===== src/rtl/serial_addsub_pkg.sv =====
// Shared types and helpers for the bit-serial adder/subtractor.
package serial_addsub_pkg;

  localparam int unsigned STATE_W = 2;

  typedef enum logic [STATE_W-1:0] {
    StIdle = 2'd0,
    StRun  = 2'd1,
    StDone = 2'd2
  } state_e;

  // Bit-counter width; kept at least one bit so a 1-bit counter is still legal.
  function automatic int unsigned cnt_width(input int unsigned width);
    return (width > 1) ? $clog2(width) : 1;
  endfunction

endpackage


===== src/rtl/full_adder.sv =====
// Single-bit full adder cell, used as the one bit slice of the serial adder.
module full_adder (
  input  logic a,
  input  logic b,
  input  logic carry_in,
  output logic sum,
  output logic carry_out
);

  assign sum       = a ^ b ^ carry_in;
  assign carry_out = (a & b) | (carry_in & (a ^ b));

endmodule


===== src/rtl/serial_addsub.sv =====
// Bit-serial two's-complement add/subtract, one bit per clock, LSB first.
// Define SERIAL_ADDSUB_OVF_EN to build the signed-overflow flag; otherwise overflow is tied to 0.
module serial_addsub
  import serial_addsub_pkg::*;
#(
  parameter int unsigned WIDTH = 8
) (
  input  logic             clk,
  input  logic             rst_n,
  input  logic             start,
  input  logic             sub,
  input  logic [WIDTH-1:0] a,
  input  logic [WIDTH-1:0] b,
  output logic             busy,
  output logic             done,
  output logic [WIDTH-1:0] result,
  output logic             carry_out,
  output logic             overflow
);

  localparam int unsigned CntW = cnt_width(WIDTH);
  localparam logic [CntW-1:0] CntLast = CntW'(WIDTH - 1);

  state_e           state_q, state_d;
  logic [WIDTH-1:0] a_q, a_d;
  logic [WIDTH-1:0] b_q, b_d;
  logic [WIDTH-1:0] s_q, s_d;
  logic             carry_q, carry_d;
  logic [CntW-1:0]  cnt_q, cnt_d;
  logic [WIDTH-1:0] result_q, result_d;
  logic             cout_q, cout_d;

  logic fa_sum, fa_cout;

  full_adder u_fa (
    .a        (a_q[0]),
    .b        (b_q[0]),
    .carry_in (carry_q),
    .sum      (fa_sum),
    .carry_out(fa_cout)
  );

`ifdef SERIAL_ADDSUB_OVF_EN
  logic msb_cin_q, msb_cin_d;
`endif

  always_comb begin
    state_d  = state_q;
    a_d      = a_q;
    b_d      = b_q;
    s_d      = s_q;
    carry_d  = carry_q;
    cnt_d    = cnt_q;
    result_d = result_q;
    cout_d   = cout_q;
`ifdef SERIAL_ADDSUB_OVF_EN
    msb_cin_d = msb_cin_q;
`endif

    case (state_q)
      StIdle: begin
        if (start) begin
          // Subtraction as a + ~b + 1: invert B and seed the carry with 1.
          a_d     = a;
          b_d     = b ^ {WIDTH{sub}};
          carry_d = sub;
          cnt_d   = '0;
          s_d     = '0;
          state_d = StRun;
        end
      end
      StRun: begin
        s_d     = {fa_sum, s_q[WIDTH-1:1]};
        a_d     = a_q >> 1;
        b_d     = b_q >> 1;
        carry_d = fa_cout;
        cnt_d   = cnt_q + CntW'(1);
        if (cnt_q == CntLast) begin
          state_d  = StDone;
          result_d = {fa_sum, s_q[WIDTH-1:1]};
          cout_d   = fa_cout;
`ifdef SERIAL_ADDSUB_OVF_EN
          msb_cin_d = carry_q;
`endif
        end
      end
      StDone:  state_d = StIdle;
      default: state_d = StIdle;
    endcase
  end

  always_ff @(posedge clk or negedge rst_n) begin
    if (!rst_n) begin
      state_q  <= StIdle;
      a_q      <= '0;
      b_q      <= '0;
      s_q      <= '0;
      carry_q  <= 1'b0;
      cnt_q    <= '0;
      result_q <= '0;
      cout_q   <= 1'b0;
    end else begin
      state_q  <= state_d;
      a_q      <= a_d;
      b_q      <= b_d;
      s_q      <= s_d;
      carry_q  <= carry_d;
      cnt_q    <= cnt_d;
      result_q <= result_d;
      cout_q   <= cout_d;
    end
  end

`ifdef SERIAL_ADDSUB_OVF_EN
  always_ff @(posedge clk or negedge rst_n) begin
    if (!rst_n) begin
      msb_cin_q <= 1'b0;
    end else begin
      msb_cin_q <= msb_cin_d;
    end
  end

  // Both terms update on the same edge, so the flag only moves on entry to DONE.
  assign overflow = msb_cin_q ^ cout_q;
`else
  assign overflow = 1'b0;
`endif

  assign busy      = (state_q != StIdle);
  assign done      = (state_q == StDone);
  assign result    = result_q;
  assign carry_out = cout_q;

endmodule


===== config.mk =====
export PLATFORM = sky130hd
export DESIGN_NAME = serial_addsub
export DESIGN_NICKNAME = d
export VERILOG_FILES = /design/src/rtl/serial_addsub_pkg.sv /design/src/rtl/full_adder.sv /design/src/rtl/serial_addsub.sv
export SDC_FILE = /design/constraint.sdc
export NUM_CORES = 1
export LEC_CHECK = 0
export BUFFER_PORTS_ARGS = -buffer_cell sky130_fd_sc_hd__buf_2
export CELL_PAD_IN_SITES_DETAIL_PLACEMENT = 0
export CELL_PAD_IN_SITES_GLOBAL_PLACEMENT = 1
export CORE_UTILIZATION = 35
export CTS_CLUSTER_DIAMETER = 80
export DETAILED_ROUTE_END_ITERATION = 16
export PLACE_DENSITY_LB_ADDON = 0.1
export SETUP_SLACK_MARGIN = 0.1
export SLEW_MARGIN = 20
export SYNTH_ARGS = -nofsm -noshare
export SYNTH_HDL_FRONTEND = slang
export SYNTH_SLANG_ARGS = --single-unit

===== constraint.sdc =====
create_clock -name clk -period 1.85 [get_ports clk]
set_input_delay 0.2775 -clock clk [delete_from_list [all_inputs] [get_ports clk]]
set_output_delay 0.2775 -clock clk [all_outputs]
set_load 0.02 [all_outputs]

==> insert_results.sql, run 1 <==
INSERT INTO impl_metrics (metric_group, metric, value, unit) VALUES
('run_status', 'outcome', 'finished, final reports clean', ''),
('finish', 'fin_util', '0.441', ''),
('worst_setup_path', 'timing.critical_path.buf_inv', '3', ''),
('die', 'row_count', '25', ''),
('hold_path', 'min-delay-path-class', 'primary input to flop', ''),
('clock_tree', 'cts.htree.levels', '2', ''),
('clock_tree', 'post_cts_clock_slew_at_the_launch_and_capture_registers_of_the_worst_setup_and_hold_paths', '0.08', 'ns'),
('sta', 'final-setup-viol-count', '0', ''),
('worst_setup_path', 'timing.rr.start', 'state_q[0]', ''),
('sta', 'fin_ws', '0.292', 'ns'),
('worst_setup_path', 'worst-setup-path-type', 'flop to primary output', ''),
('synthesis', 'syn-cell-area', '0.00174', 'mm2'),
('sta', 'grt_setup_unrepaired', 'no', ''),
('synthesis', 'post_synth_inst_count', '137', ''),
('placement', 'preCtsSetupSlack', '0.328', 'ns'),
('power', 'worst_voltage_drop_across_the_vdd_grid', '0.665', 'mV'),
('sta', 'fin_crit', '1.56', 'ns'),
('global_routing', 'global_route.usage.total', '0.139', ''),
('global_routing', 'first_global_vias', '1155', ''),
('placement', 'placed_area', '0.00195', 'mm2'),
('synthesis', 'yosys_warnings', '0', ''),
('power', 'leakage_power', '1.01', 'nW'),
('sta', 'post-route-period-util', '0.842', ''),
('drt', 'wirelength', '3.17', 'mm'),
('synthesis', 'synth_fp_nets', '160', ''),
('finish', 'drive_above_1_share', '0.366', ''),
('drt', 'num_vias', '1111', ''),
('sta', 'slew_viol_final', '0', ''),
('finish', 'diodes', '0', ''),
('worst_setup_path', 'crit_path_max_fanout', '20', ''),
('hold_path', 'timing.hold.worst.start', 'a[7]', ''),
('clock_tree', 'ctsResizeCount', '0', ''),
('clock_tree', 'worstSkewPairLatency', '0.28', 'ns'),
('synthesis', 'postSynthRegisterBits', '38', ''),
('global_routing', 'grt_first_pass_wirelength', '5.43', 'mm'),
('sta', 'number_of_hold_violations_in_the_final_report', '0', ''),
('synthesis', 'synthDominantCellAreaShare', '0.547', ''),
('finish', 'layout.cell_area.non_filler', '0.00210', 'mm2'),
('worst_setup_path', 'endpoint_required_time_on_the_critical_path', '1.57', 'ns'),
('synthesis', 'ranking_of_synthesized_cells_by_area', 'dfrtp_1, mux2_4, xnor2_1, nand2_1, a22o_2', ''),
('clock_tree', 'clock_tree_from_tritoncts', 'built', ''),
('worst_setup_path', 'cp_max_stage_cell', 'dfrtp_1', ''),
('synthesis', 'netlist-cell-type-count', '28', ''),
('drt', 'highest_layer', 'met4', ''),
('sta', 'timing.hold.ws', '0.252', 'ns'),
('power', 'overall_power_after_layout', '3.37', 'mW'),
('power', 'p_per_area', '1610', 'mW/mm2'),
('clock_tree', 'cts-root-to-sink-buffers', '2', ''),
('drt', 'drtPass1Iterations', '4', ''),
('clock_tree', 'clock-root-buffer', 'clkbuf_8', ''),
('job', 'timing.max_cap.violations', '0', ''),
('finish', 'area_delta_synth_final', '20.6', '%'),
('finish', 'stdcell_count', '239', ''),
('worst_setup_path', 'critical_path_depth', '4', ''),
('drt', 'route.detailed.wl_per_inst', '13.3', 'um'),
('placement', 'placement.io_buffers', '30', ''),
('placement', 'post-place-cells', '230', ''),
('worst_setup_path', 'startpoint_type', 'flop', ''),
('drt', 'drc', '0', ''),
('drt', 'viasPerCell', '4.65', ''),
('die', 'floorplan.die.width', '72.5', 'um'),
('worst_setup_path', 'timing.critical_path.cells', 'buf_4 -> nor2_1 -> inv_1 -> buf_2', ''),
('worst_setup_path', 'critPathTopFamily', 'buffers and inverters', ''),
('die', 'boundaryPins', '32', ''),
('finish', 'final_common_cell', 'dfrtp_1', ''),
('die', 'die_area', '0.00525', 'mm2'),
('finish', 'num-nets-final', '194', ''),
('die', 'core_region_area', '0.00475', 'mm2'),
('worst_setup_path', 'reg2reg_slack', '0.33', 'ns'),
('sta', 'transition_time_of_the_tightest_slew_check_pin', '0.624', 'ns'),
('placement', 'place_congestion', '0.709', '');
how the worst max path moves through the flow:
stage / end / slack (ns) / start
6_report: busy / 0.29 / state_q[0]
5_1_grt: busy / 0.19 / state_q[0]
4_1_cts: busy / 0.26 / state_q[0]
3_5_place_dp: result[0] / 0.33 / state_q[1]
3_3_place_gp: a_q[0] / 0.39 / state_q[0]
2_1_floorplan: carry_out / 0.50 / cnt_q[0]
layer usage:
| layer | vias to the layer above | global-route usage |
|---|---|---|
| met5 | - | 0 |
| met4 | 0 | 0.0654 |
| met3 | 2 | 0.0417 |
| met2 | 21 | 0.210 |
| met1 | 534 | 0.183 |
| li1 | 554 | - |
layout make-up:
type                    count  area [um2]
fillers                   462        2660
flip-flops and latches     38         951
multi-input cells          88         707
repair buffers             36         210
well taps                  67        83.8
clock buffers               5        68.8
clock inverters             3        68.8
inverters                   2        7.51
registers in the layout, indices dropped and copies added (netlist names):
name       count
cnt_q          3
b_q            8
s_q            7
result         8
carry_q        1
a_q            8
state_q        2
carry_out      1
timing repair:
action | in CTS | in global routing
hold buffers | 1 | 0
endpoints found under the hold margin | 16 | 0
setup endpoints to repair | 0 | 0
synth_stat cells:
library cell   n
dfrtp_1       38
nand2_1       17
mux2_4         9
o21ai_1        9
a22oi_1        8
xnor2_1        8
o211ai_1       7
a22o_2         6
nand3b_1       6
a22o_1         3
clkbuf_2       3
a21oi_1        2
buf_2          2
buf_8          2
ha_1           2
inv_1          2
nor2b_1        2
a32o_2         1
buf_4          1
buf_6          1
conb_1         1
fa_1           1
mux2_2         1
nand2_4        1
nor2_1         1
nor2b_4        1
nor3b_1        1
o21bai_4       1
power by group:
group	total, mW	internal, mW	switching [mW]
combinational	1.16	0.589	0.569
clock	0.837	0.540	0.297
sequential	1.37	1.16	0.210
total	3.37	2.29	1.08
worst register-to-register path, stage by stage, from the launching register on:
cell	delay, ns
dfrtp_1	0.38
buf_4	0.21
nor2b_1	0.52
a22oi_1	0.14
o21ai_1	0.18
cells by family (layout without fill, tap and decap cells):
family                   count (synthesis)  in the layout  synth area share
AO/OA/AOI/OAI                           37             37             0.163
XOR/XNOR                                 8              8            0.0403
adder cells (fa/ha/maj)                  3              3            0.0259
buffers and inverters                   11             46            0.0468
flip-flops                              38             38             0.547
multiplexers                            10             10            0.0842
other                                    1              1           0.00216
AND/OR/NAND/NOR                         29             29            0.0906
(Power assumes the default switching activity.)
==> inputs of run 2 (changes only) <==
==> constraint.sdc (replaced) <==
create_clock -name clk -period 1.4 [get_ports clk]
set_input_delay 0.21 -clock clk [delete_from_list [all_inputs] [get_ports clk]]
set_output_delay 0.21 -clock clk [all_outputs]
set_load 0.02 [all_outputs]
==> run 2 against run 1 <==
Sequential power grew 35%; wire length grew 12%; register-to-register slack lost 0.25 ns; critical path depth shrank 1; utilization grew 3.7 points; final area grew 8.3%; clock-buffer cell count is the same; critical endpoint is now done; largest cell class unchanged; largest power group is now combinational logic.
==> insert_results.sql, run 2 (synthesis gave the netlist of run 1 again) <==
INSERT INTO impl_metrics (metric_group, metric, value, unit) VALUES
('worst_setup_path', 'worst-endpoint-arrival', '1.12', 'ns'),
('die', 'core_region_area', '0.00475', 'mm2'),
('clock_tree', 'cts_inserted_buffers', '5', ''),
('sta', 'grt_setup_unrepaired', 'yes', ''),
('finish', 'area_delta_synth_final', '30.6', '%'),
('worst_setup_path', 'worst-setup-path-type', 'flop to primary output', ''),
('power', 'p_per_area', '2090', 'mW/mm2'),
('clock_tree', 'clock-root-buffer', 'clkbuf_8', ''),
('global_routing', 'grt_first_pass_wirelength', '5.98', 'mm'),
('drt', 'count_of_routing_violations_after_the_opening_detailed_route_iteration', '59', ''),
('placement', 'dp_hpwl', '2.31', 'mm'),
('clock_tree', 'cts-root-to-sink-buffers', '2', ''),
('sta', 'totalNegativeSetupSlack', '0', 'ns'),
('clock_tree', 'post_cts_clock_slew_at_the_launch_and_capture_registers_of_the_worst_setup_and_hold_paths', '0.08', 'ns'),
('hold_path', 'min-delay-path-class', 'primary input to flop', ''),
('clock_tree', 'cts.htree.levels', '2', ''),
('sta', 'clock-skew-final', '0.00732', 'ns'),
('sta', 'final-setup-viol-count', '0', ''),
('global_routing', 'grt.overflow.total', '0', ''),
('global_routing', 'first_global_vias', '1210', ''),
('global_routing', 'grt_max_degree', '24', ''),
('worst_setup_path', 'crit_path_max_fanout', '6', ''),
('finish', 'diodes', '0', ''),
('drt', 'drtPass1Iterations', '4', ''),
('clock_tree', 'worstSkewPairLatency', '0.30', 'ns'),
('placement', 'place_congestion', '0.697', ''),
('drt', 'ant_nets', '0', ''),
('drt', 'wirelength', '3.54', 'mm'),
('run_status', 'outcome', 'finished, final reports clean', ''),
('die', 'boundaryPins', '32', ''),
('worst_setup_path', 'cp_max_stage_cell', 'dfrtp_2', ''),
('finish', 'most-common-layout-cells', 'dfrtp_1, buf_2, nand2_1', ''),
('global_routing', 'initial_antenna_violation_count', '0', ''),
('drt', 'drc', '0', ''),
('drt', 'viasPerCell', '4.82', ''),
('placement', 'placement.io_buffers', '30', ''),
('finish', 'drive_above_1_share', '0.429', ''),
('worst_setup_path', 'startpoint_type', 'flop', ''),
('sta', 'fmax', '750', 'MHz'),
('sta', 'post-route-period-util', '0.952', ''),
('power', 'worst_voltage_drop_across_the_vdd_grid', '0.696', 'mV'),
('worst_setup_path', 'endpoint_required_time_on_the_critical_path', '1.19', 'ns'),
('worst_setup_path', 'crit_path_end_kind', 'primary output', ''),
('sta', 'fin_crit', '1.33', 'ns'),
('die', 'row_count', '25', ''),
('worst_setup_path', 'timing.critical_path.buf_inv', '2', ''),
('finish', 'num-nets-final', '204', ''),
('power', 'leakage_power', '1.08', 'nW'),
('drt', 'route.detailed.wl_per_inst', '14.2', 'um'),
('job', 'timing.max_cap.violations', '0', ''),
('global_routing', 'global_route.usage.total', '0.153', ''),
('die', 'dieHeight', '72.5', 'um'),
('clock_tree', 'clock_sinks', '38', ''),
('clock_tree', 'clock_tree_from_tritoncts', 'built', ''),
('die', 'die_area', '0.00525', 'mm2'),
('worst_setup_path', 'timing.critical_path.cells', 'buf_6 -> nor2b_1 -> buf_4', ''),
('sta', 'slew_viol_final', '0', ''),
('worst_setup_path', 'critPathTopFamily', 'flip-flops', ''),
('worst_setup_path', 'cp_slowest_stage_delay', '0.45', 'ns'),
('finish', 'fin_util', '0.478', ''),
('die', 'start_util', '0.366', ''),
('drt', 'num_vias', '1201', ''),
('finish', 'final_common_cell', 'dfrtp_1', ''),
('worst_setup_path', 'reg2reg_slack', '0.08', 'ns'),
('die', 'floorplan.die.width', '72.5', 'um'),
('sta', 'number_of_hold_violations_in_the_final_report', '0', '');
[run 2: changes by cell type in the layout (fill, tap and decap cells not counted), sizes merged]
cell | before | now
buf | 35 | 44
bufinv | 2 | 1
clkinv | 1 | 0
clkbuf | 5 | 6
clkinvlp | 0 | 2
[run 2: metrics by stage]
step / setup slack, ns / instances / cell area (um2) / power [mW] / hold WS [ns]
after floorplan: 0.108 / 137 / 1750 / 3.04 / -0.0856
after global placement: 0.0726 / 234 / 2020 / 3.49 / 0.151
after detailed placement: 0.0410 / 234 / 2020 / 3.54 / 0.165
after CTS: 0.0612 / 247 / 2200 / 4.60 / 0.168
after global routing: 0.0192 / 249 / 2270 / 5.05 / 0.182
final: 0.0671 / 249 / 2270 / 4.75 / 0.178
[run 2: worst register-to-register path: cells and delay by family (launching register included)]
| family | cells | cell delay [ns] |
|---|---|---|
| buffers and inverters | 2 | 0.35 |
| flip-flops | 1 | 0.45 |
| multiplexers | 1 | 0.27 |
| AND/OR/NAND/NOR | 1 | 0.14 |
[run 2: cell type report]
class                      instances  area [um2]
clock buffer                       5        68.8
clock inverter                     3        45.0
fill                             443        2480
inverter                           2        7.51
multi-input combinational         88         771
sequential                        38         953
tap                               67        83.8
timing repair buffer              46         342
[run 2: power breakdown]
| group | internal [mW] | total (mW) | switching (mW) |
|---|---|---|---|
| sequential | 1.54 | 1.85 | 0.310 |
| clock | 0.530 | 0.939 | 0.409 |
| combinational | 1.09 | 1.96 | 0.878 |
[run 2: worst paths after layout]
check,cells past startpoint,to,startpoint
hold reg to reg,2,a_q[4],a_q[4]
setup / recovery,3,done,state_q[0]
max in group asynchronous,3,state_q[1],rst_n
setup reg to reg,4,cnt_q[0],state_q[0]
hold / removal,2,a_q[7],a[7]
min in group asynchronous,2,result[6],rst_n
[run 2: repair_timing]
item,in CTS,in global routing
hold buffers,1,0
endpoints found under the hold margin,15,0
pin swaps,1,2
cloned,0,1
buffers inserted,4,1
gates resized for setup,7,6
setup endpoints to repair,12,19
[run 2: layer usage]
metal | part of all wire | track usage | vias to the layer above
met5 | 0 | 0 | -
met4 | 0.019 | 0.0784 | 0
met3 | 0.040 | 0.0333 | 7
met2 | 0.46 | 0.228 | 23
met1 | 0.48 | 0.208 | 598
li1 | - | - | 573
==> inputs of run 3 (changes only) <==
--- a/config.mk
+++ b/config.mk
@@ -8,7 +8,7 @@
 export BUFFER_PORTS_ARGS = -buffer_cell sky130_fd_sc_hd__buf_2
 export CELL_PAD_IN_SITES_DETAIL_PLACEMENT = 0
 export CELL_PAD_IN_SITES_GLOBAL_PLACEMENT = 1
-export CORE_UTILIZATION = 35
+export CORE_UTILIZATION = 39
 export CTS_CLUSTER_DIAMETER = 80
 export DETAILED_ROUTE_END_ITERATION = 16
 export PLACE_DENSITY_LB_ADDON = 0.1
==> run 3 against run 2 <==
Wire length rose by 2.7%; sequential share of layout area decreased by 0.48 points; highest routed layer unchanged; clock skew decreased by 0.0036 ns; combinational power rose by 5%; first-iteration DRC count up 8.5%; setup slack got worse by 0.021 ns; via count hardly changed; non-clock buffer count grew 1; global-route usage up 2.5 points.
==> insert_results.sql, run 3 (synthesis gave the netlist of run 1 again) <==
INSERT INTO impl_metrics (metric_group, metric, value, unit) VALUES
('sta', 'slew_viol_final', '0', ''),
('hold_path', 'holdPathStages', '2', ''),
('worst_setup_path', 'worst-endpoint-arrival', '1.53', 'ns'),
('finish', 'most-common-layout-cells', 'dfrtp_1, buf_2, nand2_1', ''),
('global_routing', 'global_route.usage.total', '0.178', ''),
('die', 'die_area', '0.00473', 'mm2'),
('clock_tree', 'cts_inserted_buffers', '5', ''),
('placement', 'placement.io_buffers', '30', ''),
('sta', 'timing.hold.ws', '0.170', 'ns'),
('die', 'boundaryPins', '32', ''),
('worst_setup_path', 'startpoint_type', 'flop', ''),
('finish', 'filler_cell_count', '343', ''),
('worst_setup_path', 'regToRegEndpoint', 'result[7]', ''),
('power', 'comb_power_share', '0.425', ''),
('clock_tree', 'cts.htree.levels', '2', ''),
('drt', 'wirelength', '3.64', 'mm'),
('sta', 'grt_setup_unrepaired', 'yes', ''),
('sta', 'fin_crit', '1.35', 'ns'),
('placement', 'place_congestion', '0.687', ''),
('worst_setup_path', 'reg2reg_slack', '0.05', 'ns'),
('placement', 'dp_hpwl', '2.28', 'mm'),
('sta', 'clock-skew-final', '0.00370', 'ns'),
('drt', 'route.detailed.wl_per_inst', '15.6', 'um'),
('worst_setup_path', 'endpoint_required_time_on_the_critical_path', '1.58', 'ns'),
('placement', 'placed_area', '0.00198', 'mm2'),
('worst_setup_path', 'timing.rr.start', 'state_q[1]', ''),
('sta', 'final-setup-viol-count', '0', ''),
('worst_setup_path', 'timing.critical_path.cells', 'buf_6 -> nor2b_4 -> nand2_4 -> mux2_4', ''),
('die', 'floorplan.die.width', '68.8', 'um'),
('worst_setup_path', 'r2r_cells', '4', ''),
('run_status', 'outcome', 'finished, final reports clean', ''),
('sta', 'totalNegativeSetupSlack', '0', 'ns'),
('drt', 'drc', '0', ''),
('power', 'worst_voltage_drop_across_the_vdd_grid', '0.975', 'mV'),
('global_routing', 'initial_antenna_violation_count', '0', ''),
('finish', 'drive_above_1_share', '0.446', ''),
('finish', 'final_common_cell', 'dfrtp_1', ''),
('worst_setup_path', 'crit_path_max_fanout', '5', ''),
('global_routing', 'first_global_vias', '1202', ''),
('power', 'p_per_area', '2110', 'mW/mm2'),
('power', 'p_sw', '1.63', 'mW'),
('drt', 'drtPass1Iterations', '4', ''),
('job', 'timing.max_cap.violations', '0', ''),
('hold_path', 'min-delay-path-class', 'primary input to flop', ''),
('sta', 'fmax', '738', 'MHz'),
('power', 'seqPwrFrac', '0.385', ''),
('drt', 'ant_nets', '0', ''),
('die', 'start_util', '0.420', ''),
('sta', 'post-route-period-util', '0.967', ''),
('clock_tree', 'clock_sinks', '38', ''),
('finish', 'diodes', '0', ''),
('die', 'dieHeight', '68.8', 'um'),
('clock_tree', 'worstSkewPairLatency', '0.29', 'ns'),
('drt', 'count_of_routing_violations_after_the_opening_detailed_route_iteration', '64', ''),
('die', 'core_region_area', '0.00414', 'mm2'),
('hold_path', 'worstHoldEndpoint', 'a_q[7]', ''),
('hold_path', 'timing.hold.worst.start', 'a[7]', ''),
('clock_tree', 'post_cts_clock_slew_at_the_launch_and_capture_registers_of_the_worst_setup_and_hold_paths', '0.08', 'ns'),
('power', 'netSwitchingFraction', '0.337', ''),
('worst_setup_path', 'cp_max_stage_cell', 'dfrtp_2', ''),
('global_routing', 'grt_max_degree', '23', ''),
('finish', 'layout.cell_area.non_filler', '0.00230', 'mm2'),
('clock_tree', 'clock-root-buffer', 'clkbuf_8', ''),
('finish', 'num-nets-final', '206', ''),
('power', 'pwr-share-clk', '0.190', ''),
('worst_setup_path', 'crit_path_end_kind', 'flop', ''),
('finish', 'area_delta_synth_final', '32.1', '%'),
('die', 'row_count', '23', ''),
('sta', 'number_of_hold_violations_in_the_final_report', '0', ''),
('power', 'power_report.internal_total', '3.21', 'mW'),
('global_routing', 'grt.overflow.total', '0', ''),
('clock_tree', 'cts-root-to-sink-buffers', '2', ''),
('worst_setup_path', 'worst-setup-path-type', 'flop to flop', ''),
('worst_setup_path', 'cp_slowest_stage_delay', '0.43', 'ns'),
('drt', 'viasPerCell', '5.13', ''),
('global_routing', 'grt_first_pass_wirelength', '5.83', 'mm'),
('power', 'leakage_power', '1.11', 'nW'),
('clock_tree', 'clock_tree_from_tritoncts', 'built', ''),
('drt', 'num_vias', '1200', '');
==> run 3: cell type report <==
class,count,area [um2],share of cell area
sequential,38,953,0.415
multi-input combinational,89,800,0.348
timing repair buffer,47,365,0.159
clock buffer,5,68.8,0.0300
tap,50,62.6,0.0272
clock inverter,3,40.0,0.0174
inverter,2,7.51,0.00327
==> run 3: timing repair <==
item,in CTS,in global routing
gates resized for setup,8,12
hold endpoints to repair,16,0
setup buffers,6,0
hold buffers,1,0
setup endpoints to repair,19,25
gates cloned,1,2
pin swaps,1,10
==> run 3: how the worst max path moves through the flow <==
stage                          start   endpoint  slack (ns)
final                     state_q[1]  result[7]        0.05
after global routing      state_q[0]       done       -0.02
after CTS                 state_q[0]       done        0.05
after detailed placement    cnt_q[0]  result[3]        0.02
after global placement    state_q[0]     a_q[2]        0.05
after floorplan             cnt_q[0]  carry_out        0.11
==> run 3: power by group through the flow <==
stage / clock [mW] / sequential (mW) / combinational (mW)
after detailed placement: 0 / 1.86 / 1.65
final: 0.919 / 1.86 / 2.06
after global placement: 0 / 1.83 / 1.61
after CTS: 0.932 / 1.84 / 1.80
after global routing: 0.993 / 1.93 / 2.23
after floorplan: 0 / 1.90 / 1.13
==> run 3: worst max-delay path: cells and delay by family (launching register included) <==
kind	cells	cell delay (ns)
flip-flops	1	0.43
AND/OR/NAND/NOR	2	0.37
multiplexers	1	0.31
buffers and inverters	1	0.14
==> run 3: metal layers <==
| metal | share of wire | global-route usage |
|---|---|---|
| met5 | 0 | 0 |
| met4 | 0.017 | 0.0918 |
| met3 | 0.051 | 0.0395 |
| met2 | 0.47 | 0.266 |
| met1 | 0.46 | 0.241 |
==> run 3: metrics by stage <==
| step | cells | power (mW) | utilization | worst slack, ns |
|---|---|---|---|---|
| 3_5_place_dp | 216 | 3.51 | 0.477 | 0.0248 |
| 6_report | 234 | 4.84 | 0.554 | 0.0456 |
| 5_1_grt | 234 | 5.15 | 0.554 | -0.0249 |
| 2_1_floorplan | 137 | 3.04 | - | 0.108 |
| 3_3_place_gp | 216 | 3.43 | 0.477 | 0.0456 |
| 4_1_cts | 232 | 4.57 | 0.526 | 0.0467 |
